`src/rtl/memc_arb.sv`:
```
// memc_arb: shares the single memc command interface between requester A
// (CPU bus) and requester B (loader/DMA).
//
// Per transaction, the block grants one requester and drives a single-cycle
// memc_rd_enable or memc_wr_enable command pulse. It waits RD_LATENCY cycles,
// captures read data into the winner's rd_data register, then pulses the
// winner's ack. Nothing is issued while memc_busy is high.
//
// Ports:
//   arb_clk, arb_reset             clock, async active-low reset
//   a_req/a_wr/a_addr/a_wr_data    port A request (held until a_ack)
//   a_rd_data, a_ack               port A registered read data, ack pulse
//   b_*                            same for port B
//   arb_grant                      one-hot owner (bit0 = A, bit1 = B)
//   memc_rd_enable/memc_wr_enable  command pulses to memc
//   memc_addr, memc_wr_data        command address/data (held outside ISSUE)
//   memc_rd_data, memc_busy        from memc
//
// Build option: MEMC_ARB_FIXED_PRIO_EN gives port A fixed priority over B
// (B can starve). When it is undefined, ties are resolved round-robin.
module memc_arb #(
  parameter int DATA_WIDTH = 8,
  parameter int ADDR_WIDTH = 16,
  parameter int RD_LATENCY = 3
) (
  input  logic                  arb_clk,
  input  logic                  arb_reset,
  input  logic                  a_req,
  input  logic                  a_wr,
  input  logic [ADDR_WIDTH-1:0] a_addr,
  input  logic [DATA_WIDTH-1:0] a_wr_data,
  output logic [DATA_WIDTH-1:0] a_rd_data,
  output logic                  a_ack,
  input  logic                  b_req,
  input  logic                  b_wr,
  input  logic [ADDR_WIDTH-1:0] b_addr,
  input  logic [DATA_WIDTH-1:0] b_wr_data,
  output logic [DATA_WIDTH-1:0] b_rd_data,
  output logic                  b_ack,
  output logic [1:0]            arb_grant,
  output logic                  memc_rd_enable,
  output logic                  memc_wr_enable,
  output logic [ADDR_WIDTH-1:0] memc_addr,
  output logic [DATA_WIDTH-1:0] memc_wr_data,
  input  logic [DATA_WIDTH-1:0] memc_rd_data,
  input  logic                  memc_busy
);

  typedef enum logic [3:0] {
    IDLE  = 4'b0001,
    ISSUE = 4'b0010,
    WAIT  = 4'b0100,
    DONE  = 4'b1000
  } state_t;

  localparam logic [3:0] CNT_LOAD = 4'(RD_LATENCY - 1);

  state_t                state, state_nxt;
  logic [3:0]            cnt;
  logic                  lat_wr;
  logic                  latch;     // grant taken this cycle
  logic                  fin;       // last WAIT cycle: capture + ack next
  logic                  pick_b;
  logic                  sel_wr;
  logic [ADDR_WIDTH-1:0] sel_addr;
  logic [DATA_WIDTH-1:0] sel_data;

`ifdef MEMC_ARB_FIXED_PRIO_EN
  assign pick_b = b_req && !a_req;
`else
  // last_b = 1 means B had the previous grant; resets to B so A wins the
  // first tie.
  logic last_b;
  always_ff @(posedge arb_clk or negedge arb_reset)
    if (!arb_reset)  last_b <= 1'b1;
    else if (latch)  last_b <= pick_b;

  assign pick_b = b_req && (!a_req || !last_b);
`endif

  assign sel_wr   = pick_b ? b_wr      : a_wr;
  assign sel_addr = pick_b ? b_addr    : a_addr;
  assign sel_data = pick_b ? b_wr_data : a_wr_data;

  always_comb begin
    state_nxt = state;
    latch     = 1'b0;
    fin       = 1'b0;
    unique case (state)
      IDLE: if (!memc_busy && (a_req || b_req)) begin
        latch     = 1'b1;
        state_nxt = ISSUE;
      end
      ISSUE: state_nxt = WAIT;
      // memc_busy is deliberately ignored once the command has been issued.
      WAIT: if (cnt == 4'd0) begin
        fin       = 1'b1;
        state_nxt = DONE;
      end
      DONE:    state_nxt = IDLE;
      default: state_nxt = IDLE;
    endcase
  end

  // All outputs are registered, so each one is loaded on the edge that
  // enters the state in which it must be visible.
  always_ff @(posedge arb_clk or negedge arb_reset) begin
    if (!arb_reset) begin
      state          <= IDLE;
      cnt            <= '0;
      lat_wr         <= 1'b0;
      arb_grant      <= '0;
      memc_rd_enable <= 1'b0;
      memc_wr_enable <= 1'b0;
      memc_addr      <= '0;
      memc_wr_data   <= '0;
      a_rd_data      <= '0;
      b_rd_data      <= '0;
      a_ack          <= 1'b0;
      b_ack          <= 1'b0;
    end else begin
      state          <= state_nxt;
      memc_rd_enable <= latch && !sel_wr;
      memc_wr_enable <= latch &&  sel_wr;
      a_ack          <= fin && arb_grant[0];
      b_ack          <= fin && arb_grant[1];

      if (latch) begin
        arb_grant    <= pick_b ? 2'b10 : 2'b01;
        lat_wr       <= sel_wr;
        memc_addr    <= sel_addr;
        memc_wr_data <= sel_data;
      end else if (state == DONE) begin
        arb_grant    <= '0;
      end

      if (state == ISSUE)                 cnt <= CNT_LOAD;
      else if (state == WAIT && cnt != 0) cnt <= cnt - 4'd1;

      if (fin && !lat_wr) begin
        if (arb_grant[0]) a_rd_data <= memc_rd_data;
        if (arb_grant[1]) b_rd_data <= memc_rd_data;
      end
    end
  end

endmodule

```
`config.mk`:
```
export PLATFORM = sky130hd
export DESIGN_NAME = memc_arb
export DESIGN_NICKNAME = d
export VERILOG_FILES = /design/src/rtl/memc_arb.sv
export SDC_FILE = /design/constraint.sdc
export NUM_CORES = 1
export LEC_CHECK = 0
export BUFFER_PORTS_ARGS = -buffer_cell sky130_fd_sc_hd__buf_2
export CAP_MARGIN = 20
export CORE_MARGIN = 8
export CORE_UTILIZATION = 40
export DETAILED_ROUTE_END_ITERATION = 8
export PLACE_DENSITY = 0.78
export RECOVER_POWER = 50
export REMOVE_ABC_BUFFERS = 1
export SKIP_LAST_GASP = 1
export SLEW_MARGIN = 20
export SYNTH_ARGS = -nofsm -noshare
export SYNTH_HDL_FRONTEND = slang
export SYNTH_SLANG_ARGS = --single-unit
export TNS_END_PERCENT = 50
```
`constraint.sdc`:
```
create_clock -name arb_clk -period 3.78 [get_ports arb_clk]
set_input_delay 0.189 -clock arb_clk [delete_from_list [all_inputs] [get_ports arb_clk]]
set_output_delay 0.189 -clock arb_clk [all_outputs]
set_load 0.01 [all_outputs]
```
Yosys cells after proc, flatten, opt, wreduce, memory -nomap -nowiden --
Cells that the tools add are included.
Word-level totals: bits in registers 56, word-level logic and storage cells 57, output and inout bits 46
Cells by class: eq/ne operators 6, reductions and logical operators 22, add/sub/neg operators 1, mux-type cells 15
Operators by type and width (number):
- $mux 16 | 1
- $mux 4 | 4
- $pmux 4 s3 | 1
- $logic_and 1x1->1 | 8
- $mux 8 | 1
- $mux 2 | 3
- $reduce_and 2->1 | 3
- $logic_not 1->1 | 5
- $mux 1 | 5
- $eq 4x1->1 const B | 1
- $eq 4x2->1 const B | 1
- $eq 4x3->1 const B | 1
- $eq 4x4->1 const B | 1
- $logic_not 4->1 | 1
- $ne 2x2->1 const B | 2
- $reduce_bool 2->1 | 2
- $reduce_bool 4->1 | 1
- $sub 4x1->4 const B | 1
- $logic_or 1x1->1 | 2

Logic depth before layout (Yosys ltp) --
Gate-level depths: netlist of the first run.
depth in word-level cells 6, mapped depth 5

Least setup slack after synthesis of the first run --
No wires, ideal clock.
kind flip-flop to flip-flop, start point register last_b, end point register memc_addr[15], data required time 3655 ps, library setup time 125 ps, slack 2147 ps, buffers on the path 2, arrival 1508 ps, period minus slack after synthesis 1633 ps, cell stages (with the launch flop) 6, cell sequence dfstp_2 a21boi_0 buf_2 buf_2 mux2_2 mux2_2
On the way: word-level cells in the longest chain between the ends 4
Ends and longest elaborated chain:
- start: declaration | RTL line 73 | logic last_b;
- start signal: assignment | RTL line 76 | else if (latch) last_b <= pick_b;
- $logic_not 1->1 | RTL line 78 | assign pick_b = b_req && (!a_req || !last_b);
- $logic_or 1x1->1 | RTL line 78
- $logic_and 1x1->1 | RTL line 78
- $mux 16 | RTL line 82 | assign sel_addr = pick_b ? b_addr : a_addr;
- end signal: assignment | RTL line 131 | memc_addr <= sel_addr;
- end: declaration | RTL line 43 | output logic [ADDR_WIDTH-1:0] memc_addr,
No other way between the ends. A chain may end at the register's enable or synchronous reset.

Worst setup path after layout of the first run --
start point register cnt[0], end point register a_rd_data[1]
On the way: word-level cells in the longest chain between the ends 5
Ends and longest elaborated chain:
- start: declaration | RTL line 59 | logic [3:0] cnt;
- start signal: assignment | RTL line 138 | else if (state == WAIT && cnt != 0) cnt <= cnt - 4'd1;
- $logic_not 4->1 | RTL line 96 | WAIT: if (cnt == 4'd0) begin
- $mux 1 | RTL line 96
- $mux 1 | RTL line 89 | unique case (state)
- $logic_and 1x1->1 | RTL line 140 | if (fin && !lat_wr) begin
- $reduce_and 2->1 (no source line)
- end signal: assignment | RTL line 141 | if (arb_grant[0]) a_rd_data <= memc_rd_data;
- end: declaration | RTL line 32 | output logic [DATA_WIDTH-1:0] a_rd_data,
No other way between the ends.

==> impl_metrics.json, run 1 <==
{
  "outcome": "complete, no violations",
  "ios": 109,
  "synthesis.instances": 176,
  "final-hold-violation-count": 0,
  "rows": 29,
  "rsz0062_at_grt": "false",
  "wl_mm": 5.571,
  "drtAntennaViolNets": 0,
  "yosysTopAreaCell": "dfrtp_1",
  "r2r_cells": 5,
  "final_common_cell": "buf_2",
  "hp-class": "primary input to async pin",
  "hold_slack_ns": 0.01310,
  "cts_sinks": 56,
  "dieWidth_um": 95.43,
  "synth_area_um2": 2524,
  "core_um2": 6241,
  "fin_skew_ns": 0.005850,
  "leakagePower_nw": 1.533,
  "fin_nets": 353,
  "gr-total-overflow": 0,
  "finalCritPeriodShare_pct": 52.00,
  "dp_hpwl_mm": 4.254,
  "slew_violations": 0,
  "grt_use_total_pct": 12.46,
  "drive_gt1_share_pct": 59.52,
  "cp.required_ns": 3.97,
  "critPathKind": "flop to flop",
  "cp_max_fo": 8,
  "ys_ff_latch": 56,
  "vias_per_cell": 4.956,
  "cap_violations": 0,
  "design_power_total_w": 0.002103,
  "grt_antenna_before_repair": 0,
  "dieHeight_um": 95.43,
  "grt_pass1_wl_mm": 9.039,
  "synth_top_area_share_pct": 53.54,
  "antenna_cells": 0,
  "vias": 1814,
  "firstDrtPassIters": 4,
  "vdd_drop_max_mv": 0.2980,
  "max_slew_margin_pct": 49.61,
  "synth_edf_count": 0,
  "path_clk_slew_ns": 0.09,
  "h-tree-depth": 2,
  "grt_max_degree": 57,
  "ys_seq_area_share_pct": 55.63,
  "hold_buffers": 0,
  "layout_common_cells": "buf_2, mux2_2, dfrtp_1",
  "cts-root-buf": "clkbuf_8",
  "start_util_pct": 40.44,
  "die-area_um2": 9107,
  "postCtsSetupBuffers": 0,
  "yosys-top-cells-area": "dfrtp_1, mux2_2, dfstp_2",
  "p_per_area_nw_per_um2": 646.0,
  "cp.arrival_ns": 2.15,
  "cts_buffers": 5,
  "ys_types": 32,
  "max_freq_mhz": 508.7,
  "yosys_warnings": 0,
  "worst_setup_path_start_kind": "flop",
  "syn_to_final_growth_pct": 29.00,
  "drcViolationCount": 0,
  "drtIter0Drc": 35,
  "period_needed_ns": 1.966,
  "dp_cells": 357,
  "port_buffers": 108,
  "worst_skew_pair.late_latency_ns": 0.30,
  "setup_viol": 0,
  "worst_pin_slew_ns": 0.7453,
  "wl_per_cell_um": 15.22,
  "synthArstFlopShare_pct": 100.0,
  "stdcell_count": 366,
  "syn_avg_cell_area_um2": 14.34,
  "synth_top_flop_cell": "dfrtp_1",
  "cts_buffer_depth": 2,
  "place.gp.congestion": 0.7639,
  "cts_tree": "done",
  "utilization_pct": 52.17,
  "grt_pass1_vias": 1954,
  "ctsResizeCount": 0,
  "endpoint_kind": "flop",
  "fin_setup_tns_ns": 0
}
[per-layer routing]
layer | global-route usage (%) | routed length (um) | vias to the layer above
li1 | - | - | 871
met1 | 14.75 | 2259 | 879
met2 | 20.66 | 2796 | 58
met3 | 4.567 | 452 | 6
met4 | 3.841 | 62 | 0
met5 | 0 | 0 | -
[path summary, 6_finish.rpt]
kind	start	slack [ns]	to
setup reg to reg	cnt[0]	1.81	a_rd_data[1]
hold reg to reg	b_rd_data[0]	0.51	b_rd_data[0]
setup / recovery	cnt[0]	1.81	a_rd_data[1]
min in group arb_clk	memc_rd_data[4]	0.13	a_rd_data[4]
max in group asynchronous	arb_reset	3.33	state[2]
hold / removal	arb_reset	0.01	b_rd_data[5]
[where the power goes]
group | internal (W) | switching [W] | leakage [nW]
clock network | 0.000197 | 0.000173 | 0.0552
registers | 0.000820 | 0.000143 | 0.672
logic | 0.000400 | 0.000369 | 0.806
[layout make-up]
class | instances | area, um^2
Timing Repair Buffer | 111 | 554.3
Clock buffer | 6 | 72.57
Inverter | 4 | 15.01
Multi-Input combinational cell | 110 | 1079
Clock inverter | 2 | 35.03
Tap cell | 77 | 96.34
Fill cell | 602 | 2985
Sequential cell | 56 | 1404
[metrics by stage]
stage | cell area (um^2) | worst slack, ns
global placement | 3149 | 1.657
global route | 3256 | 1.662
CTS | 3257 | 1.600
detailed placement | 3149 | 1.617
finish | 3256 | 1.814
floorplan | 2494 | 0.5712
[cell usage after synthesis (2+ instances only)]
| cell type | count |
|---|---|
| a21oi_1 | 2 |
| and3_2 | 2 |
| buf_2 | 6 |
| dfrtp_1 | 54 |
| dfstp_2 | 2 |
| ha_1 | 2 |
| inv_1 | 4 |
| mux2_2 | 65 |
| mux2i_1 | 3 |
| nand2_1 | 2 |
| nand3_1 | 3 |
| nand4_2 | 2 |
| nor2_1 | 7 |
| nor3_1 | 2 |
| o211ai_1 | 2 |
| o21ai_0 | 2 |
[state kept, by name, summed over array words and instances, names as in the netlist, 2 cells and up]
name,cells
memc_addr,16
arb_grant,2
b_rd_data,8
cnt,4
a_rd_data,8
state,4
memc_wr_data,8
[worst max-delay path: stages (launching register included)]
cell and delay (ns):
dfrtp_1 0.42, inv_1 0.12, ha_1 0.20, nor3b_2 0.37, nand4_2 0.36, mux2_2 0.38
[logic make-up after synthesis]
group | count (synthesis) | synth area share (%)
adders and majority gates | 2 | 0.9914
muxes | 68 | 30.19
buffers and inverters | 10 | 1.785
DFF | 56 | 55.63
and+or+nand+nor | 27 | 7.586
AOI/OAI and AO/OA | 13 | 3.818
No activity file was read; power rests on OpenSTA's default activity.
==> run 2: changes to the inputs <==
--- a/config.mk
+++ b/config.mk
@@ -5,12 +5,13 @@
 export SDC_FILE = /design/constraint.sdc
 export NUM_CORES = 1
 export LEC_CHECK = 0
+export ABC_AREA = 1
 export BUFFER_PORTS_ARGS = -buffer_cell sky130_fd_sc_hd__buf_2
 export CAP_MARGIN = 20
 export CORE_MARGIN = 8
 export CORE_UTILIZATION = 40
 export DETAILED_ROUTE_END_ITERATION = 8
-export PLACE_DENSITY = 0.78
+export PLACE_DENSITY = 0.8
 export RECOVER_POWER = 50
 export REMOVE_ABC_BUFFERS = 1
 export SKIP_LAST_GASP = 1
==> constraint.sdc (replaced) <==
create_clock -name arb_clk -period 1.75 [get_ports arb_clk]
set_input_delay 0.0875 -clock arb_clk [delete_from_list [all_inputs] [get_ports arb_clk]]
set_output_delay 0.0875 -clock arb_clk [all_outputs]
set_load 0.01 [all_outputs]
==> impl_metrics.json, run 2 <==
{
  "worst_skew_pair.late_latency_ns": 0.31,
  "antenna_cells": 0,
  "synthesis.instances": 340,
  "ys_top_cells_by_count": "nand2_1, dfrtp_1, nand4_1, nor2_1, buf_6",
  "cp.arrival_ns": 1.77,
  "finalCritPeriodShare_pct": 86.79,
  "yosys_warnings": 0,
  "cts-root-buf": "clkbuf_8",
  "synth_top_area_share_pct": 50.87,
  "leakagePower_nw": 1.796,
  "cap_violations": 0,
  "grt_pass1_wl_mm": 12.09,
  "cts_tree": "done",
  "cts_buffers": 5,
  "p_per_area_nw_per_um2": 1442,
  "path_clk_slew_ns": 0.09,
  "yosysTopAreaCell": "dfrtp_1",
  "firstDrtPassIters": 5,
  "cts_sinks": 56,
  "vdd_drop_max_mv": 0.5851,
  "rows": 29,
  "h-tree-depth": 2,
  "synthArstFlopShare_pct": 100.0,
  "internal_power_w": 0.002745,
  "outcome": "complete, no violations",
  "synth_area_um2": 2656,
  "ys_types": 20,
  "rsz0062_at_grt": "false",
  "die-area_um2": 9504,
  "setup_viol": 0,
  "max_freq_mhz": 658.4,
  "yosysMostFrequentCell": "nand2_1",
  "p_seq_share_pct": 44.9,
  "clkPwrFrac_pct": 14.3,
  "fin_area_um2": 3272,
  "ys_seq_area_share_pct": 52.85,
  "core_um2": 6386,
  "grt_antenna_before_repair": 0,
  "critPathKind": "flop to flop",
  "wl_mm": 6.937,
  "place.gp.congestion": 0.8259,
  "final_common_cell": "nand2_1",
  "hp-class": "primary input to flop",
  "ys_ff_latch": 56,
  "combinationalPowerShare_pct": 40.8,
  "place_area_um2": 3224,
  "vias_per_cell": 4.754,
  "drcViolationCount": 0,
  "wl_per_cell_um": 13.11,
  "max_slew_margin_pct": 24.20,
  "dieWidth_um": 97.49,
  "yosys-top-cells-area": "dfrtp_1, nand2_1, nand4_1",
  "cts_buffer_depth": 2,
  "worst_setup_path_start_kind": "flop",
  "dieHeight_um": 97.49,
  "layout_common_cells": "nand2_1, buf_2, dfrtp_1",
  "worst_pin_slew_ns": 1.137,
  "cp_max_fo": 18,
  "synth_top_flop_cell": "dfrtp_1",
  "dp_hpwl_mm": 5.258,
  "grt_use_total_pct": 14.80,
  "ios": 109,
  "largest_reg_flops": 16,
  "fin_skew_ns": 0.007570,
  "port_buffers": 108,
  "gr-total-overflow": 0,
  "fin_nets": 517,
  "slew_violations": 0,
  "cp.required_ns": 2.00,
  "period_needed_ns": 1.519,
  "syn_to_final_growth_pct": 23.17,
  "grt_max_degree": 29,
  "fin_setup_tns_ns": 0,
  "top_register": "memc_addr",
  "drtIter0Drc": 151,
  "r2r_slack_ns": 0.23,
  "grt_pass1_vias": 2659,
  "start_util_pct": 41.59,
  "p_switching_w": 0.001974,
  "drive_gt1_share_pct": 20.58,
  "switching_share_pct": 41.83,
  "syn_avg_cell_area_um2": 7.813,
  "endpoint_kind": "flop",
  "final-hold-violation-count": 0,
  "synth_edf_count": 0,
  "drtAntennaViolNets": 0,
  "vias": 2515
}
==> run 2: path summary, 6_finish.rpt <==
check / startpoint / end / cells after the start
worst min-delay path: memc_rd_data[6] / a_rd_data[6] / 3
max in group asynchronous: arb_reset / state[0] / 3
min in group asynchronous: arb_reset / b_ack / 2
worst max register to register: cnt[0] / a_rd_data[0] / 6
worst max-delay path: cnt[0] / a_rd_data[0] / 6
worst min register to register: last_b / last_b / 2
==> run 2: layout make-up <==
class | count | area (um^2)
Timing Repair Buffer | 118 | 559.3
Sequential cell | 56 | 1404
Clock inverter | 1 | 8.758
Inverter | 14 | 55.05
Tap cell | 77 | 96.34
Fill cell | 637 | 3114
Clock buffer | 6 | 72.57
Multi-Input combinational cell | 257 | 1076
==> run 2: critical path, stage by stage (launching register included) <==
cell and delay (ns):
dfrtp_1 0.39, inv_1 0.15, ha_1 0.21, nand2_2 0.08, nor2_4 0.33, nand4_1 0.17
nand2_1 0.11
==> run 2: logic make-up (layout without fill, tap and decap cells) <==
group,Yosys count,after routing,share of synthesized area (%)
adder cells (fa/ha/maj),2,2,0.9419
flip-flops,56,56,52.85
buffers and inverters,27,139,6.642
AND/OR/NAND/NOR,249,249,38.15
XOR/XNOR,1,1,0.3298
AO/OA/AOI/OAI,5,5,1.083
==> run 2: power groups by stage <==
stage	registers (W)	logic, W	clock network (W)
5_1_grt	0.00218	0.00221	0.000744
3_5_place_dp	0.00211	0.00205	0
6_report	0.00212	0.00193	0.000675
4_1_cts	0.00211	0.00205	0.000697
3_3_place_gp	0.00212	0.00197	0
2_1_floorplan	0.00231	0.000951	0
==> run 2: layer usage <==
| layer | vias up | wire, um | track usage [%] |
|---|---|---|---|
| li1 | 1277 | - | - |
| met1 | 1122 | 3140 | 18.16 |
| met2 | 110 | 3177 | 24.68 |
| met3 | 6 | 566 | 4.694 |
| met4 | 0 | 52 | 3.147 |
| met5 | - | 0 | 0 |
==> run 2: timing repair <==
action / 4_1_cts / 5_1_grt
hold endpoints to repair: 19 / 0
resized for setup: 0 / 0
setup buffers: 0 / 2
hold buffers: 1 / 0
setup endpoints to repair: 0 / 14
==> run 2: stage by stage <==
| step | total power [W] | setup slack [ns] | utilization, % | std cells | hold slack [ns] |
|---|---|---|---|---|---|
| final | 0.004719 | 0.2313 | 51.23 | 529 | 0.04018 |
| after global routing | 0.005129 | 0.03004 | 51.23 | 529 | 0.04295 |
| after CTS | 0.004857 | 0.1461 | 51.92 | 527 | 0.03463 |
| after detailed placement | 0.004163 | 0.1733 | 50.49 | 519 | 0.08035 |
| after global placement | 0.004087 | 0.2922 | 50.49 | 519 | 0.06639 |
| after floorplan | 0.003265 | 0.2542 | - | 327 | -0.2081 |
